$ cat config.mk
export PLATFORM = sky130hd
export DESIGN_NAME = sw_arb
export DESIGN_NICKNAME = d
export VERILOG_FILES = /design/src/rtl/sw_arb_pkg.sv /design/src/rtl/sw_arb_rr_pick.sv /design/src/rtl/sw_arb.sv
export SDC_FILE = /design/constraint.sdc
export NUM_CORES = 1
export LEC_CHECK = 0
export BUFFER_PORTS_ARGS = -buffer_cell sky130_fd_sc_hd__buf_4
export CORE_MARGIN = 10
export CORE_UTILIZATION = 45
export DETAILED_ROUTE_END_ITERATION = 6
export PLACE_DENSITY_LB_ADDON = 0.3
export REMOVE_ABC_BUFFERS = 1
export SLEW_MARGIN = 20
export SYNTH_ARGS = -nofsm -noshare
export SYNTH_HDL_FRONTEND = slang
export SYNTH_SLANG_ARGS = --single-unit
export TNS_END_PERCENT = 30
$ cat constraint.sdc
create_clock -name clk -period 4.4 [get_ports clk]
set_input_delay 0.22 -clock clk [delete_from_list [all_inputs] [get_ports clk]]
set_output_delay 0.22 -clock clk [all_outputs]
set_load 0.05 [all_outputs]
$ cat src/rtl/sw_arb_pkg.sv
`default_nettype none
// ============================================================================
// Module  : sw_arb_pkg
// Brief   : Shared widths, one-hot port constants, FSM state type and helpers
//           for the switch arbiter and the round-robin picker.
// Revision: 1.0 - initial release
// ============================================================================
package sw_arb_pkg;

   localparam int NPORT     = 6;
   localparam int PORT_W    = $clog2(NPORT);
   localparam int PORT_P1_W = NPORT;

   typedef logic [PORT_W-1:0]    port_t;
   typedef logic [PORT_P1_W-1:0] port_oh_t;

   localparam port_oh_t C_P0_OH = 6'h01;
   localparam port_oh_t C_P1_OH = 6'h02;
   localparam port_oh_t C_P2_OH = 6'h04;
   localparam port_oh_t C_P3_OH = 6'h08;
   localparam port_oh_t C_P4_OH = 6'h10;
   localparam port_oh_t C_P5_OH = 6'h20;

   typedef enum logic [0:0] {
      ST_IDLE = 1'b0,
      ST_BUSY = 1'b1
   } state_e;

   function automatic port_t oh2idx(input port_oh_t oh);
      port_t idx;
      idx = '0;
      for (int i = 0; i < NPORT; i++) begin
         if (oh[i]) idx = idx | port_t'(i);
      end
      return idx;
   endfunction

   function automatic port_t next_port(input port_t p);
      return (p == port_t'(NPORT - 1)) ? '0 : p + 1'b1;
   endfunction

endpackage
`default_nettype wire

$ cat src/rtl/sw_arb_rr_pick.sv
`default_nettype none
// ============================================================================
// Module  : rr_pick
// Brief   : Combinational round-robin picker: first asserted request searching
//           from i_ptr upward modulo N, returned one-hot, plus any-request flag.
// Revision: 1.0 - initial release
// ============================================================================
module rr_pick #(
   parameter int N  = 6,
   parameter int PW = 3
) (
   input  logic [N-1:0]  i_req,
   input  logic [PW-1:0] i_ptr,
   output logic [N-1:0]  o_gnt,
   output logic          o_any
);

   logic [PW:0]   w_sum;
   logic [PW-1:0] w_idx;
   logic          w_found;

   always_comb begin
      o_gnt   = '0;
      w_found = 1'b0;
      w_sum   = '0;
      w_idx   = '0;
      for (int k = 0; k < N; k++) begin
         w_sum = {1'b0, i_ptr} + (PW+1)'(k);
         if (w_sum >= (PW+1)'(N)) w_sum = w_sum - (PW+1)'(N);
         w_idx = w_sum[PW-1:0];
         if (!w_found && i_req[w_idx]) begin
            o_gnt[w_idx] = 1'b1;
            w_found      = 1'b1;
         end
      end
   end

   assign o_any = |i_req;

endmodule
`default_nettype wire

$ cat src/rtl/sw_arb.sv
`default_nettype none
// ============================================================================
// Module  : sw_arb
// Brief   : Per-output switch arbiter: round-robin grant held head-to-tail,
//           pop strobe for the granted input buffer. Optional stall watchdog
//           enabled by defining SW_ARB_WDOG_EN.
// Revision: 1.0 - initial release
// ============================================================================
module sw_arb
   import sw_arb_pkg::*;
#(
   parameter int WDOG_CYCLES = 255,
   parameter int WDOG_W      = 8
) (
   input  logic             clk,
   input  logic             rst_n,
   input  logic [NPORT-1:0] i_req,
   input  logic             i_ovalid,
   input  logic             i_otail,
   input  logic             i_ostall,
   output logic [NPORT-1:0] o_grant,
   output logic [NPORT-1:0] o_pop,
   output logic             o_busy,
   output logic             o_wdog_err
);

   state_e   r_state, w_state_nxt;
   port_oh_t r_grant, w_grant_nxt, w_win;
   port_t    r_ptr, w_ptr_nxt, w_pick_ptr;
   logic     w_any, w_xfer, w_release, w_wdog_fire;

   assign w_xfer     = (r_state == ST_BUSY) & i_ovalid & ~i_ostall;
   assign w_release  = (w_xfer & i_otail) | w_wdog_fire;
   // At a release the just-served port drops to lowest priority for the handover pick.
   assign w_pick_ptr = w_release ? next_port(oh2idx(r_grant)) : r_ptr;

   rr_pick #(
      .N  (NPORT),
      .PW (PORT_W)
   ) u_pick (
      .i_req (i_req),
      .i_ptr (w_pick_ptr),
      .o_gnt (w_win),
      .o_any (w_any)
   );

`ifdef SW_ARB_WDOG_EN
   logic [WDOG_W-1:0] r_wdog_cnt, w_wdog_cnt_nxt;
   logic              r_wdog_err;

   assign w_wdog_fire = (r_state == ST_BUSY) & ~w_xfer &
                        (r_wdog_cnt == WDOG_W'(WDOG_CYCLES - 1));

   always_comb begin
      w_wdog_cnt_nxt = r_wdog_cnt + 1'b1;
      if (r_state == ST_IDLE || w_xfer || w_wdog_fire) w_wdog_cnt_nxt = '0;
   end

   always_ff @(posedge clk or negedge rst_n) begin
      if (!rst_n) begin
         r_wdog_cnt <= '0;
         r_wdog_err <= 1'b0;
      end else begin
         r_wdog_cnt <= w_wdog_cnt_nxt;
         r_wdog_err <= w_wdog_fire;
      end
   end

   assign o_wdog_err = r_wdog_err;
`else
   assign w_wdog_fire = 1'b0;
   assign o_wdog_err  = 1'b0;
`endif

   always_comb begin
      w_state_nxt = r_state;
      w_grant_nxt = r_grant;
      w_ptr_nxt   = r_ptr;
      case (r_state)
         ST_IDLE: begin
            if (w_any) begin
               w_grant_nxt = w_win;
               w_state_nxt = ST_BUSY;
            end
         end
         ST_BUSY: begin
            if (w_release) begin
               w_ptr_nxt = w_pick_ptr;
               if (w_any) begin
                  w_grant_nxt = w_win;
               end else begin
                  w_grant_nxt = '0;
                  w_state_nxt = ST_IDLE;
               end
            end
         end
         default: begin
            w_grant_nxt = '0;
            w_state_nxt = ST_IDLE;
         end
      endcase
   end

   always_ff @(posedge clk or negedge rst_n) begin
      if (!rst_n) begin
         r_state <= ST_IDLE;
         r_grant <= '0;
         r_ptr   <= '0;
      end else begin
         r_state <= w_state_nxt;
         r_grant <= w_grant_nxt;
         r_ptr   <= w_ptr_nxt;
      end
   end

   assign o_grant = r_grant;
   assign o_pop   = r_grant & {NPORT{w_xfer}};
   assign o_busy  = (r_state == ST_BUSY);

endmodule
`default_nettype wire
==> results of run 1 <==
cell type report:
class                      count  area share [%]
multi-input combinational    198           69.68
sequential                    10           12.45
timing repair buffer          27           10.21
tap                           48           2.989
clock buffer                   4           2.740
inverter                      10           1.930
what timing repair did:
action	4_1_cts	5_1_grt
setup endpoints to repair	0	1
resized for setup	0	1
hold buffers	1	0
endpoints found under the hold margin	10	0
setup buffers	0	0
Yosys cell counts, drive strengths merged (2+ instances only):
| master | number | share of area, % |
|---|---|---|
| nand2 | 26 | 5.6 |
| nor2 | 19 | 4.5 |
| o21ai | 13 | 3.7 |
| nand3 | 12 | 3.7 |
| dfrtp | 10 | 14 |
| mux2i | 10 | 5.8 |
| nor3 | 10 | 3.2 |
| inv | 9 | 1.9 |
| ha | 8 | 5.8 |
| mux2 | 8 | 5.4 |
| a21oi | 7 | 2.0 |
| and2 | 7 | 2.5 |
| buf | 6 | 1.9 |
| o211ai | 6 | 2.6 |
| clkbuf | 5 | 1.1 |
| nand2b | 5 | 1.8 |
| a211oi | 4 | 1.7 |
| a21o | 4 | 1.7 |
| and3 | 4 | 1.4 |
| xnor2 | 4 | 2.0 |
| a22oi | 3 | 1.6 |
| a31oi | 3 | 1.1 |
| a32oi | 3 | 1.5 |
| o211a | 3 | 1.7 |
| o31ai | 3 | 1.3 |
| or4 | 3 | 1.3 |
| a211o | 2 | 1.0 |
| a2bb2oi | 2 | 1.4 |
| nor2b | 2 | 0.72 |
| nor3b | 2 | 0.86 |
| nor4 | 2 | 1.1 |
| o32ai | 2 | 1.0 |
per-layer routing:
metal	vias up	part of all wire [%]
li1	896	-
met1	892	44
met2	94	46
met3	9	8.4
met4	0	2.0
met5	-	0
power groups by stage:
stage | logic [uW] | registers [uW] | clock network (uW)
after floorplan | 1070 | 239 | 0
after global placement | 1500 | 173 | 0
after detailed placement | 1490 | 174 | 0
after CTS | 1500 | 173 | 118
after global routing | 1670 | 178 | 122
final | 1520 | 173 | 116
worst register-to-register path: stages, from the launching register on:
cell and delay (ns):
dfrtp_1 0.46, nand4b_1 0.46, nand2_1 0.37, o21ai_2 0.17, ha_1 0.40, and3_1 0.24
a211oi_1 0.37, a221o_1 0.21, nand3b_1 0.14, o21ba_1 0.33, nand3_2 0.12, or4_1 0.48
o211ai_1 0.10
worst min-delay path by stage:
stage | start | to | slack, ns | cells past startpoint
after floorplan | rst_n | o_busy | -0.08 | 0
final | i_req[1] | o_busy | 0.27 | 3
after detailed placement | rst_n | o_busy | 0.06 | 1
after global routing | i_req[1] | o_busy | 0.30 | 3
after CTS | i_req[1] | o_busy | 0.27 | 3
after global placement | rst_n | r_ptr[0] | 0.06 | 1
logic make-up (layout without fill, tap and decap cells):
group                      Yosys count  count (layout)  share of synthesized area, %
adders and majority gates            8               8                         5.760
AOI/OAI and AO/OA                   66              66                         29.23
and+or+nand+nor                     99              99                         30.17
other                                1               1                        0.2158
DFF                                 10              10                         14.40
muxes                               19              19                         12.45
buffers and inverters               21              41                         5.255
xor gates and xnor gates             5               5                         2.520
state kept, by name (all words and copies together) (netlist names):
name     flops
o_grant      6
o_busy       1
r_ptr        3
layout by cell type (no fill, tap or decap), types with 2 or more instances in the layout:
master,count
o211ai_1,6
nor3b_1,2
mux2_2,6
ha_1,8
nor2_1,18
o31ai_1,3
a32oi_1,3
nand3_1,11
a211o_1,2
or4_1,3
o21ai_0,9
a31oi_1,3
a21o_1,4
and3_1,4
nand2b_1,5
nand2_1,26
o211a_1,3
clkbuf_8,4
xnor2_1,4
a22oi_1,2
a211oi_1,4
nor2b_1,2
inv_1,9
nor3_1,9
o32ai_1,2
o21ai_1,3
and2_1,6
buf_4,26
a21oi_1,7
mux2i_1,10
dfrtp_1,10
per-stage QoR:
stage	total power (uW)	cells	util [%]	hold WS, ns	area (um^2)
2_1_floorplan	1312	218	-	-0.07559	1685
3_3_place_gp	1675	292	52.61	0.05699	1941
3_5_place_dp	1668	292	52.61	0.05710	1941
4_1_cts	1792	297	54.38	0.2689	2006
5_1_grt	1966	297	54.48	0.2966	2009
6_report	1811	297	54.48	0.2704	2009
==> flow_summary.toml, run 1 <==
[power]
clkPwrFrac_pct = 6.4
power_density_nw_per_um2 = 901.4
p_comb_share_pct = 84.0
power.leakage_uw = 0.0008689
power.internal_uw = 789.4
swShare_pct = 56.42
ir_drop_mv = 0.3792
p_sw_uw = 1022
pwr-share-seq_pct = 9.6

[sta]
final-setup-viol-count = 0
finClkSkew_ns = 0.0002977
rsz0062_at_grt = "no"
setup_tns_ns = 0
min_period_ns = 3.948
fmax_mhz = 253.3
hold_viol = 0
slew_headroom_pct = 55.68
worst_slew_pin_slew_ns = 0.6648
slew_violations = 0
final.setup.worst_slack_ns = 0.4523
post-route-period-util_pct = 89.72

[worst_setup_path]
cp-start-kind = "flip-flop"
timing.rr.end = "o_grant[2]"
critical_path.endpoint = "o_grant[2]"
worst_path_max_delay_cell = "or4_1"
cp.required_ns = 4.56
cp_slowest_stage_delay_ns = 0.48
crit_path_start = "o_busy"
r2r_start = "o_busy"
r2r_setup_slack_ns = 0.45
crit_path_cell_trace = "nand4b_1 > nand2_1 > o21ai_2 > ha_1 > and3_1 > a211oi_1 > a221o_1 > nand3b_1 > o21ba_1 > nand3_2 > or4_1 > o211ai_1"
crit_type = "reg2reg"
cp_num_buf_inv = 0
ff2ff_path_depth = 12
end_kind = "flip-flop"
crit_family = "simple AND/OR/NAND/NOR gates"
crit_fanout = 12
cp.arrival_ns = 4.10
crit_cells = 12

[synthesis]
synth_edf_count = 0
synth_seq_cells = 10
syn_avg_cell_area_um2 = 7.589
mappedNetlistArea_um2 = 1738
synth.lib_cells_used.distinct = 66
yosys_warnings = 0
synth_seq_area_share_pct = 14.40
synthArstFlopShare_pct = 100.0
synth_ff_type = "dfrtp_1"
syn-instance-count = 229

[final_layout]
finalNetCount = 269
area_growth_pct = 15.62
multiInputGateArea_um2 = 1400
register_area_um2 = 250.2
drive_above_1_share_pct = 20.48
fillerInstances = 365
diodes = 0

[clock_tree]
cts_inserted_buffers = 3
cts-htree-levels = 1
cts.clk_slew.worst_paths_ns = 0.05
cts-root-buf = "clkbuf_8"
cts_tree = "done"
cts_buffer_depth = 2
clock_sinks = 10
insertion_delay_ns = 0.24

[grt]
overflow = 0
antenna_found_initial = 0
top_usage_layer = "met2"
use_met3_pct = 1.296
grt_max_degree = 25
grt_pass1_vias = 1735
gr-usage-met2_pct = 26.80
grt_pass1_wl_um = 8990
track_usage_pct = 16.70
grtUsageMet1_pct = 22.51

[status]
status = "finished, final reports clean"

[floorplanning]
chipWidth_um = 82.15
io_pins = 25
initial_core_util_pct = 47.12
coreArea_um2 = 3689
dieArea_um2 = 6748
die_h_um = 82.15
num_rows = 22

[drt]
routed-via-count = 1891
wirelength_um = 5388
first_iter_violations = 223
ant_nets = 0
dr.pass1.iters = 5
route.detailed.drc = 0
viasPerCell = 6.367
wl_per_cell_um = 18.14

[place]
dpl.hpwl_um = 4315
routabilityCongestion = 0.9959
io_buffers = 23
pre_cts_ws_ns = 0.3601

[run]
drv_cap = 0

[hold_path]
hold_path_class = "in2reg"
Power figures use the tool's default switching activity.
==> run 2: changes to the inputs <==
- ABC_AREA: unset -> 1
==> flow_summary.toml, run 2 <==
[worst_setup_path]
crit_path_cell_trace = "nand3_4 > nor2_8 > or2_2 > nand2_2 > inv_2 > ha_1 > inv_1 > nor2_1 > nor2_1 > o211ai_1 > nand2_1 > nand2_1 > nand2_1 > nand2_1 > nand2_1 > nand3_1 > o21ai_0 > nand2_1 > nand3_1 > nand2_1 > nand2_1"
crit_cells = 21
cp.arrival_ns = 3.43
crit_fanout = 8
crit_family = "simple AND/OR/NAND/NOR gates"
cp_slowest_stage_delay_ns = 0.43
crit_type = "reg2reg"
cp.required_ns = 4.53
cp-start-kind = "flip-flop"
crit_top_cell = "nand2_1"
r2r_setup_slack_ns = 1.10
worst_path_max_delay_cell = "dfrtp_1"
cp_num_buf_inv = 2
ff2ff_path_depth = 21
end_kind = "flip-flop"

[place]
place_inst = 368
dpl.hpwl_um = 3936
routabilityCongestion = 0.9135
pre_cts_ws_ns = 1.135
io_buffers = 23

[synthesis]
synth_ff_type = "dfrtp_1"
syn-instance-count = 301
yosys_warnings = 0
synth_seq_area_share_pct = 14.66
synth.lib_cells_used.distinct = 37
synth_area_leaders = "nand2_1, nand3_1, dfrtp_1"
synthArstFlopShare_pct = 100.0
synth_top_area_share_pct = 21.33
synth_area_leader_cell = "nand2_1"
synth_seq_cells = 10
synth_edf_count = 0
synth_commonest_cells = "nand2_1, nand3_1, inv_1, nor2_1"
synthMostInstantiatedCell = "nand2_1"
mappedNetlistArea_um2 = 1707
syn_avg_cell_area_um2 = 5.670

[drt]
dr.pass1.iters = 4
ant_nets = 0
wl_per_cell_um = 12.87
route.detailed.drc = 0
routed-via-count = 1942
wirelength_um = 4801
viasPerCell = 5.206
first_iter_violations = 111

[sta]
final.setup.worst_slack_ns = 1.102
post-route-period-util_pct = 74.95
setup_tns_ns = 0
final-setup-viol-count = 0
min_period_ns = 3.298
hold_slack_ns = 0.3517
hold_viol = 0
finClkSkew_ns = 0.0004442
fmax_mhz = 303.2
worst_slew_pin_slew_ns = 0.5935
rsz0062_at_grt = "no"
slew_violations = 0
slew_headroom_pct = 60.44

[clock_tree]
post_cts_buffers = 0
cts_inserted_buffers = 3
cts.clk_slew.worst_paths_ns = 0.05
cts-htree-levels = 1
cts_resized = 0
cts_tree = "done"
clock_sinks = 10
cts_buffer_depth = 2
insertion_delay_ns = 0.24
cts-root-buf = "clkbuf_8"

[final_layout]
layout_commonest_cell = "nand2_1"
drive_above_1_share_pct = 17.54
fin_cells = 373
area_growth_pct = 16.13
layout_common_cells = "nand2_1, nand3_1, inv_1"
finalNetCount = 345
diodes = 0
largest_reg_flops = 6

[grt]
grt_max_degree = 28
track_usage_pct = 14.97
overflow = 0
grt_pass1_wl_um = 8148
top_usage_layer = "met2"
antenna_found_initial = 0
use_met3_pct = 3.166
grtUsageMet1_pct = 18.68
gr-usage-met2_pct = 24.96
grt_pass1_vias = 1783

[hold_path]
hold_path_class = "in2async"

[floorplanning]
initial_core_util_pct = 46.62
num_rows = 22
die_h_um = 81.59
io_pins = 25
coreArea_um2 = 3661
dieArea_um2 = 6656
chipWidth_um = 81.59

[status]
status = "finished, final reports clean"

[run]
drv_cap = 0
==> run 2: cell types whose count changed after synthesis, moves of 5 or more <==
cell,change
nand2_1,+71
nand3_1,+47
inv_1,+28
mux2i_1,-9
inv_2,+7
and2_1,-6
mux2_2,-6
nor3_1,-6
nand2_2,+5
nand2b_1,-5
nand4_1,+5
o211ai_1,-5
==> run 2: what timing repair did <==
item / in CTS / in global routing
hold buffers: 1 / 0
endpoints found under the hold margin: 10 / 0
setup endpoints to repair: 0 / 0
==> run 2: worst paths after layout <==
check                            from    endpoint
min                             rst_n    r_ptr[0]
min reg2reg                o_grant[0]  o_grant[0]
max in group asynchronous       rst_n  o_grant[2]
min in group clk              i_otail    r_ptr[0]
max reg2reg                    o_busy  o_grant[1]
max                            o_busy  o_grant[1]
==> run 2: logic make-up (layout without fill, tap and decap cells) <==
family	count (synthesis)	in the layout	synth area share, %
muxes	1	1	0.5865
AOI/OAI and AO/OA	24	24	8.431
other	1	1	0.2197
DFF	10	10	14.66
buffers and inverters	50	74	11.66
and+or+nand+nor	207	207	58.58
adders and majority gates	8	8	5.865
==> run 2: layout make-up <==
cell class	count	area [um^2]
Fill cell	398	1679
Multi-Input combinational cell	241	1257
Sequential cell	10	250.2
Timing Repair Buffer	25	190.2
Inverter	45	168.9
Tap cell	48	60.06
Clock buffer	4	55.05
==> run 2: metal layers <==
metal	vias up	share of wire, %
met2	59	45
met3	7	8.6
met1	850	45
met5	-	0
li1	1026	-
met4	0	1.5
==> run 2: metrics by stage <==
step | utilization, % | cell area, um^2
2_1_floorplan | - | 1677
3_3_place_gp | 52.36 | 1917
3_5_place_dp | 52.36 | 1917
4_1_cts | 54.14 | 1982
5_1_grt | 54.14 | 1982
6_report | 54.14 | 1982
Power of run 2 is not shown: default switching activity piles up to over one toggle a cycle in this logic, so the estimate is an artifact.
